$ cat src/rtl/sram_port_arbiter.sv
// sram_port_arbiter: shares one async 8-bit SRAM between the core and the host.
// Core has priority; the host is served after at most HOST_MAX_WAIT core grants.
module sram_port_arbiter #(
  parameter int ADDR_W        = 21,
  parameter int WR_CYCLES     = 2,
  parameter int HOST_MAX_WAIT = 4
) (
  input  logic              clk,
  input  logic              reset_n,
  input  logic              core_req,
  input  logic              core_we,
  input  logic [ADDR_W-1:0] core_addr,
  input  logic [7:0]        core_wdata,
  output logic [7:0]        core_rdata,
  output logic              core_ack,
  input  logic              host_req,
  input  logic              host_we,
  input  logic [ADDR_W-1:0] host_addr,
  input  logic [7:0]        host_wdata,
  output logic [7:0]        host_rdata,
  output logic              host_ack,
  output logic [ADDR_W-1:0] sram_addr,
  input  logic [7:0]        sram_data_i,
  output logic [7:0]        sram_data_o,
  output logic              sram_data_oe,
  output logic              sram_we_n
);

  localparam int CW = (WR_CYCLES > 1) ? $clog2(WR_CYCLES) : 1;
  localparam int SW = $clog2(HOST_MAX_WAIT + 1);

  localparam logic [CW-1:0] WR_LAST    = CW'(WR_CYCLES - 1);
  localparam logic [SW-1:0] STARVE_MAX = SW'(HOST_MAX_WAIT);

  typedef enum logic [2:0] {
    IDLE,
    RD_ADDR,
    RD_SAMPLE,
    WR_SETUP,
    WR_PULSE,
    WR_HOLD,
    ACK
  } state_t;

  typedef struct packed {
    logic              we;
    logic [ADDR_W-1:0] addr;
    logic [7:0]        wdata;
  } acc_t;

  state_t          state_q;
  state_t          state_d;
  acc_t            acc_q;
  acc_t            sel;
  logic            owner_q;
  logic [SW-1:0]   starve_q;
  logic [CW-1:0]   wcnt_q;
  logic            starved;
  logic            host_win;
  logic            core_win;
  logic            grant;

  // Host wins only when the core is idle or the host has waited long enough.
  always_comb begin
    starved  = (starve_q == STARVE_MAX);
    host_win = host_req && (!core_req || starved);
    core_win = core_req && !host_win;
    sel      = host_win ? {host_we, host_addr, host_wdata}
                        : {core_we, core_addr, core_wdata};
  end

  assign grant = (state_q == IDLE) && (host_win || core_win);

  always_ff @(posedge clk or negedge reset_n) begin
    if (!reset_n) begin
      state_q <= IDLE;
    end else begin
      state_q <= state_d;
    end
  end

  always_comb begin
    state_d = state_q;
    unique case (state_q)
      IDLE: begin
        unique case (1'b1)
          host_win,
          core_win: state_d = sel.we ? WR_SETUP : RD_ADDR;
          default:  state_d = IDLE;
        endcase
      end
      RD_ADDR:   state_d = RD_SAMPLE;
      RD_SAMPLE: state_d = ACK;
      WR_SETUP:  state_d = WR_PULSE;
      WR_PULSE: begin
        if (wcnt_q == WR_LAST) begin
          state_d = WR_HOLD;
        end
      end
      WR_HOLD:   state_d = ACK;
      ACK:       state_d = IDLE;
      default:   state_d = IDLE;
    endcase
  end

  always_comb begin
    sram_we_n    = 1'b1;
    sram_data_oe = 1'b0;
    core_ack     = 1'b0;
    host_ack     = 1'b0;
    unique case (state_q)
      WR_SETUP,
      WR_HOLD: sram_data_oe = 1'b1;
      WR_PULSE: begin
        sram_data_oe = 1'b1;
        sram_we_n    = 1'b0;
      end
      ACK: begin
        core_ack = !owner_q;
        host_ack = owner_q;
      end
      default: ;
    endcase
  end

  // Address and write data come straight from the latched request,
  // so they cannot move until the next grant.
  assign sram_addr   = acc_q.addr;
  assign sram_data_o = acc_q.wdata;

  always_ff @(posedge clk or negedge reset_n) begin
    if (!reset_n) begin
      acc_q   <= '0;
      owner_q <= 1'b0;
    end else if (grant) begin
      acc_q   <= sel;
      owner_q <= host_win;
    end
  end

  always_ff @(posedge clk or negedge reset_n) begin
    if (!reset_n) begin
      starve_q <= '0;
    end else if (grant) begin
      if (host_win) begin
        starve_q <= '0;
      end else if (host_req && !starved) begin
        starve_q <= starve_q + SW'(1);
      end
    end
  end

  always_ff @(posedge clk or negedge reset_n) begin
    if (!reset_n) begin
      wcnt_q <= '0;
    end else if (state_q == WR_PULSE) begin
      wcnt_q <= wcnt_q + CW'(1);
    end else begin
      wcnt_q <= '0;
    end
  end

  always_ff @(posedge clk or negedge reset_n) begin
    if (!reset_n) begin
      core_rdata <= '0;
      host_rdata <= '0;
    end else if (state_q == RD_SAMPLE) begin
      if (owner_q) begin
        host_rdata <= sram_data_i;
      end else begin
        core_rdata <= sram_data_i;
      end
    end
  end

endmodule
$ cat config.mk
export PLATFORM = sky130hd
export DESIGN_NAME = sram_port_arbiter
export DESIGN_NICKNAME = d
export VERILOG_FILES = /design/src/rtl/sram_port_arbiter.sv
export SDC_FILE = /design/constraint.sdc
export NUM_CORES = 1
export LEC_CHECK = 0
export CAP_MARGIN = 0
export CORE_MARGIN = 1.5
export CORE_UTILIZATION = 40
export DETAILED_ROUTE_END_ITERATION = 7
export PLACE_DENSITY = 0.88
export SLEW_MARGIN = 10
export SYNTH_ARGS = -nofsm -noshare
export SYNTH_HDL_FRONTEND = slang
export SYNTH_SLANG_ARGS = --single-unit
$ cat constraint.sdc
create_clock -name clk -period 1.8 [get_ports clk]
set_input_delay 0.36 -clock clk [delete_from_list [all_inputs] [get_ports clk]]
set_output_delay 0.36 -clock clk [all_outputs]
set_load 0.03 [all_outputs]
; Word-level counts from Yosys, hierarchy flattened
; Cells that the tools add are included.
[classes]
mux = 12
n_eq_ne = 8
n_reduce_logical = 18
addsub = 2
bitwise = 1
[ops]
columns = cell, n
row1 = $mux 30, 1
row2 = $pmux 3 s5, 1
row3 = $eq 3x3->1 const B, 4
row4 = $mux 3, 3
row5 = $eq 3x2->1 const B, 2
row6 = $reduce_and 2->1, 3
row7 = $mux 1, 5
row8 = $logic_and 1x1->1, 4
row9 = $logic_not 1->1, 4
row10 = $mux 2, 2
row11 = $reduce_or 2->1, 2
row12 = $add 3x1->3 const B, 1
row13 = $eq 3x1->1 const B, 1
row14 = $logic_not 3->1, 1
row15 = $reduce_or 3->1, 1
row16 = $logic_or 1x1->1, 2
row17 = $ne 2x2->1 const B, 1
row18 = $reduce_bool 2->1, 1
row19 = $add 1x1->1 const B, 1
row20 = $not 1->1, 1
[word_totals]
output_inout_bits = 49
ff_bits = 53
in_bits = 72
wordCells = 49

; Depth between registers and ports, before layout
[depth]
ltp_word = 8
mapped_depth = 6
mapped_depth_nobuf = 5

; Least setup slack after synthesis
; OpenSTA, ideal clock, no wires.
[synth_timing]
path_type = register to output
startpoint = register state_q[2]
endpoint = output port sram_data_oe
path_buffers = 1
path_stages_with_launch = 4
slack_ps = 279
t_required_ps = 1440
t_arrival_ps = 1161
cell_sequence = dfrtp_1 buf_6 inv_1 mux2i_1
[synth_via]
elab_chain_cells = 3
elab_cells_between_ends = 5
cone_classes = 3 x eq/ne / 1 x mux / 1 x reduce/logical
[synth_rtl]
columns = element, line
row1 = from (decl), 51  ; state_t state_q;
row2 = from (signal assigned), 78  ; state_q <= state_d;
row3 = $eq 3x3->1 or $eq 3x2->1 (tied branches), 111  ; unique case (state_q)
row4 = $reduce_or 3->1 (no source line) (*), -
row5 = $mux 1 (*), 111
row6 = to (decl), 25  ; output logic sram_data_oe,
; Mark *: on every way between the ends. The rest lies on a longest branch, timed or not.

; Worst setup path in the final report
[layout_timing]
startpoint = register acc_q (netlist bit sram_addr[3])
endpoint = output port sram_addr[3]
[layout_lines]
columns = element, line
row1 = from (decl), 53  ; acc_t acc_q;
row2 = from (signal assigned), 136  ; acc_q <= sel;
row3 = to (decl), 22  ; output logic [ADDR_W-1:0] sram_addr,
; No word-level cell between the ends.

==> impl_results.md <==
- Peak VDD IR: ~1.2 mV
- Initial core utilization: 41.6%
- H-tree levels: 2
- Fin crit period: 1.77 ns
- Via density: about 5.5
- Period utilization: 98.3%
- Hold WC Path Type: in -> async
- Largest family of logic cells by synthesized area: compound AO/OA/AOI/OAI gates
- Placeable Area: between 6000 and 7000 um2
- Setup WS pre-CTS: -0.125 ns
- Pleak: 0.00163 uW
- Worst slew margin: 63.3%
- Antenna cells: 0
- Final Hold Fails: 0
- Stages on worst setup path: 1
- DR vias: roughly 2500
- Area Growth Syn to Fin: 51.9%
- CP max FO: 2
- WL final: around 7.5 mm
- Routed len/inst: 16.7 um
- Area contributors post-synth: dfrtp_1 (50%), mux2_4 (9.1%), a31oi_1 (6.8%), nand3_1 (6.0%), a21oi_1 (5.5%)
- Fmax: 0.565 GHz
- Unrepaired setup endpoints after global routing: no
- PwrDens: 1730 nW/um2
- I/O Buffers: 120
- Global route total overflow: 0
- First-pass GRT wire length: about 12 mm
- DRT Pass-1 Iters: 5
- Post-Layout Inst Area: 4030 um2
- Crit Path Category: reg -> out
- Max Slew Vio Count: 0
- Critical Path End Type: output port
- MaxCap Viol Count: 0
- Root Driver: clkbuf_8
- Worst path bufs/invs: 1
- Clk Latency, worst-skew pair: just over 0.3 ns
- Post-Syn Area per Cell: about 11 um2
- Placed Area: between 3000 and 4000 um2
- Setup ws final: roughly 0.031 ns
- Status: finished clean
- CP max stage cell: clkdlybuf4s50_1
- Netlist Area Pre-Place: 2650 um2
- CP Launch Type: register
- Worst EP required: 1.44 ns
- Postcts setup bufs: 0
- Arrival time worst endpoint: 1.41 ns
- Die Ht: 84.5 um
- Syn Nets: between 300 and 400
- Cell variety after synth: 32
- Synthesis warning total: 0
- R2R setup slack: around 0.23 ns
- Synth Area in XOR/XNOR: 0.330%
- Most frequent cells in the layout: clkdlybuf4s50_1 (115), dfrtp_1 (53), nand3_1 (32)
- # setup viols final: 0
- # clock sinks: 53
- # DRC: 0
- Global Route Usage Sum: 21.2%
- Worst path cell trace: clkdlybuf4s50_1
- Most common cell after layout, fill and taps aside: clkdlybuf4s50_1
- Cts hold-fix bufs: 0
- Worst slew pin tran: about 0.55 ns
- Largest net degree at the start of global routing: 33
- Filler Cells Inserted: approximately 540
- Die ar.: 7130 um2
- Area leader, netlist: dfrtp_1
- Synth top area share: 50.0%
- Synth Area in Adders: less than 1%
- #FFs+latches synth: 53
- # IOs: between 100 and 150
- Num rows: 29
- PnR Total Power: 6970 uW
- Total CTS buffers: 5
- CTS tree: built
- Clock transition at path regs: 0.10 ns
- Top delay family on crit path: buffers and inverters
- Post-synthesis simple-gate area fraction: approximately 11%
- Vias in the first global route: 2564
- NumNets Final: roughly 450
- Clock Skews: 0.0127 ns
- Number of DRC markers after the initial detailed-route iteration: between 150 and 200
- Post-synthesis compound-gate area fraction: 20.8%
- Register area share after synthesis: 50.0%
- Initial antenna violation count: 0
- Worst hold slack: 0.0293 ns
- Max incr delay on CP: approximately 0.70 ns
- Fraction of layout cells with a size suffix above 1: about 16%
- Instance count of the mapped netlist: 252
- Clock tree buffer depth: 2
- Multiplexer area fraction after synthesis: 9.43%
- Antenna-violating nets left: 0
- Post-detail-place hpwl: roughly 5.5 mm
- R2R depth: 5
- Routability cong.: 0.776
- Die Width: roughly 84 um
-- metal layers --
| metal | track usage [%] | wire length (um) |
|---|---|---|
| met4 | 6.30 | 109 |
| met3 | 4.13 | 465 |
| met1 | 26.9 | 3140 |
| met2 | 36.7 | 3770 |
| met5 | 0 | 0 |
-- power breakdown --
part	switching (uW)	total [uW]	internal [uW]
Combinational	2280	4150	1870
Clock	412	693	282
Sequential	344	2120	1780
Total	3040	6970	3930
-- repair_timing --
| item | CTS | global route |
|---|---|---|
| gates cloned | 0 | 0 |
| resized for setup | 1 | 4 |
| setup endpoints to repair | 1 | 32 |
-- cell families (layout without fill, tap and decap cells) --
group	count (synthesis)	count (layout)
buffers and inverters	31	151
AOI/OAI and AO/OA	97	97
adders and majority gates	2	2
muxes	17	17
DFF	53	53
xor gates and xnor gates	1	1
and+or+nand+nor	51	51
-- flip-flops by register name, summed over array words and instances, names as in the netlist --
name and cells:
sram_addr 21, core_rdata 8, host_rdata 8, sram_data_o 8
starve_q 3, state_q 3, owner_q 1, wcnt_q 1
-- through the flow --
| stage | TNS (ns) | cells | util, % |
|---|---|---|---|
| 2_1_floorplan | 0 | 252 | - |
| 3_3_place_gp | -2.47 | 441 | 61.6 |
| 3_5_place_dp | -2.43 | 441 | 61.6 |
| 4_1_cts | 0 | 449 | 63.1 |
| 5_1_grt | 0 | 449 | 63.1 |
| 6_report | 0 | 449 | 63.1 |
-- path summary, 6_finish.rpt --
kind	from	to
max	sram_addr[3]	sram_addr[3]
min	reset_n	host_rdata[3]
max reg2reg	starve_q[0]	sram_addr[11]
min reg2reg	wcnt_q	wcnt_q
max in group asynchronous	reset_n	sram_addr[18]
min in group clk	wcnt_q	wcnt_q
-- Yosys cell counts --
cell,number
a21bo_2,1
a21boi_2,1
a21oi_1,29
a31o_2,1
a31oi_1,29
a31oi_2,1
and2_1,1
and3_2,2
and3_4,2
buf_12,2
buf_2,5
buf_6,5
clkbuf_1,13
clkbuf_2,1
dfrtp_1,53
ha_1,2
inv_1,5
mux2_4,16
mux2i_1,1
nand2_1,6
nand3_1,32
nand4_1,1
nor2_1,2
nor2b_4,1
nor3_4,1
nor3b_1,1
o21ai_0,29
o21ai_1,5
o22ai_2,1
or2_1,1
or4b_4,1
xor2_1,1
-- final cells by class --
type | instances | area [um2] | share of cell area, %
clock inverter | 3 | 25.0 | 0.621
sequential | 53 | 1330 | 32.9
inverter | 5 | 18.8 | 0.466
clock buffer | 5 | 68.8 | 1.71
multi-input combinational | 168 | 1140 | 28.3
tap | 77 | 96.3 | 2.39
timing repair buffer | 138 | 1360 | 33.6
Power figures use the tool's default switching activity.
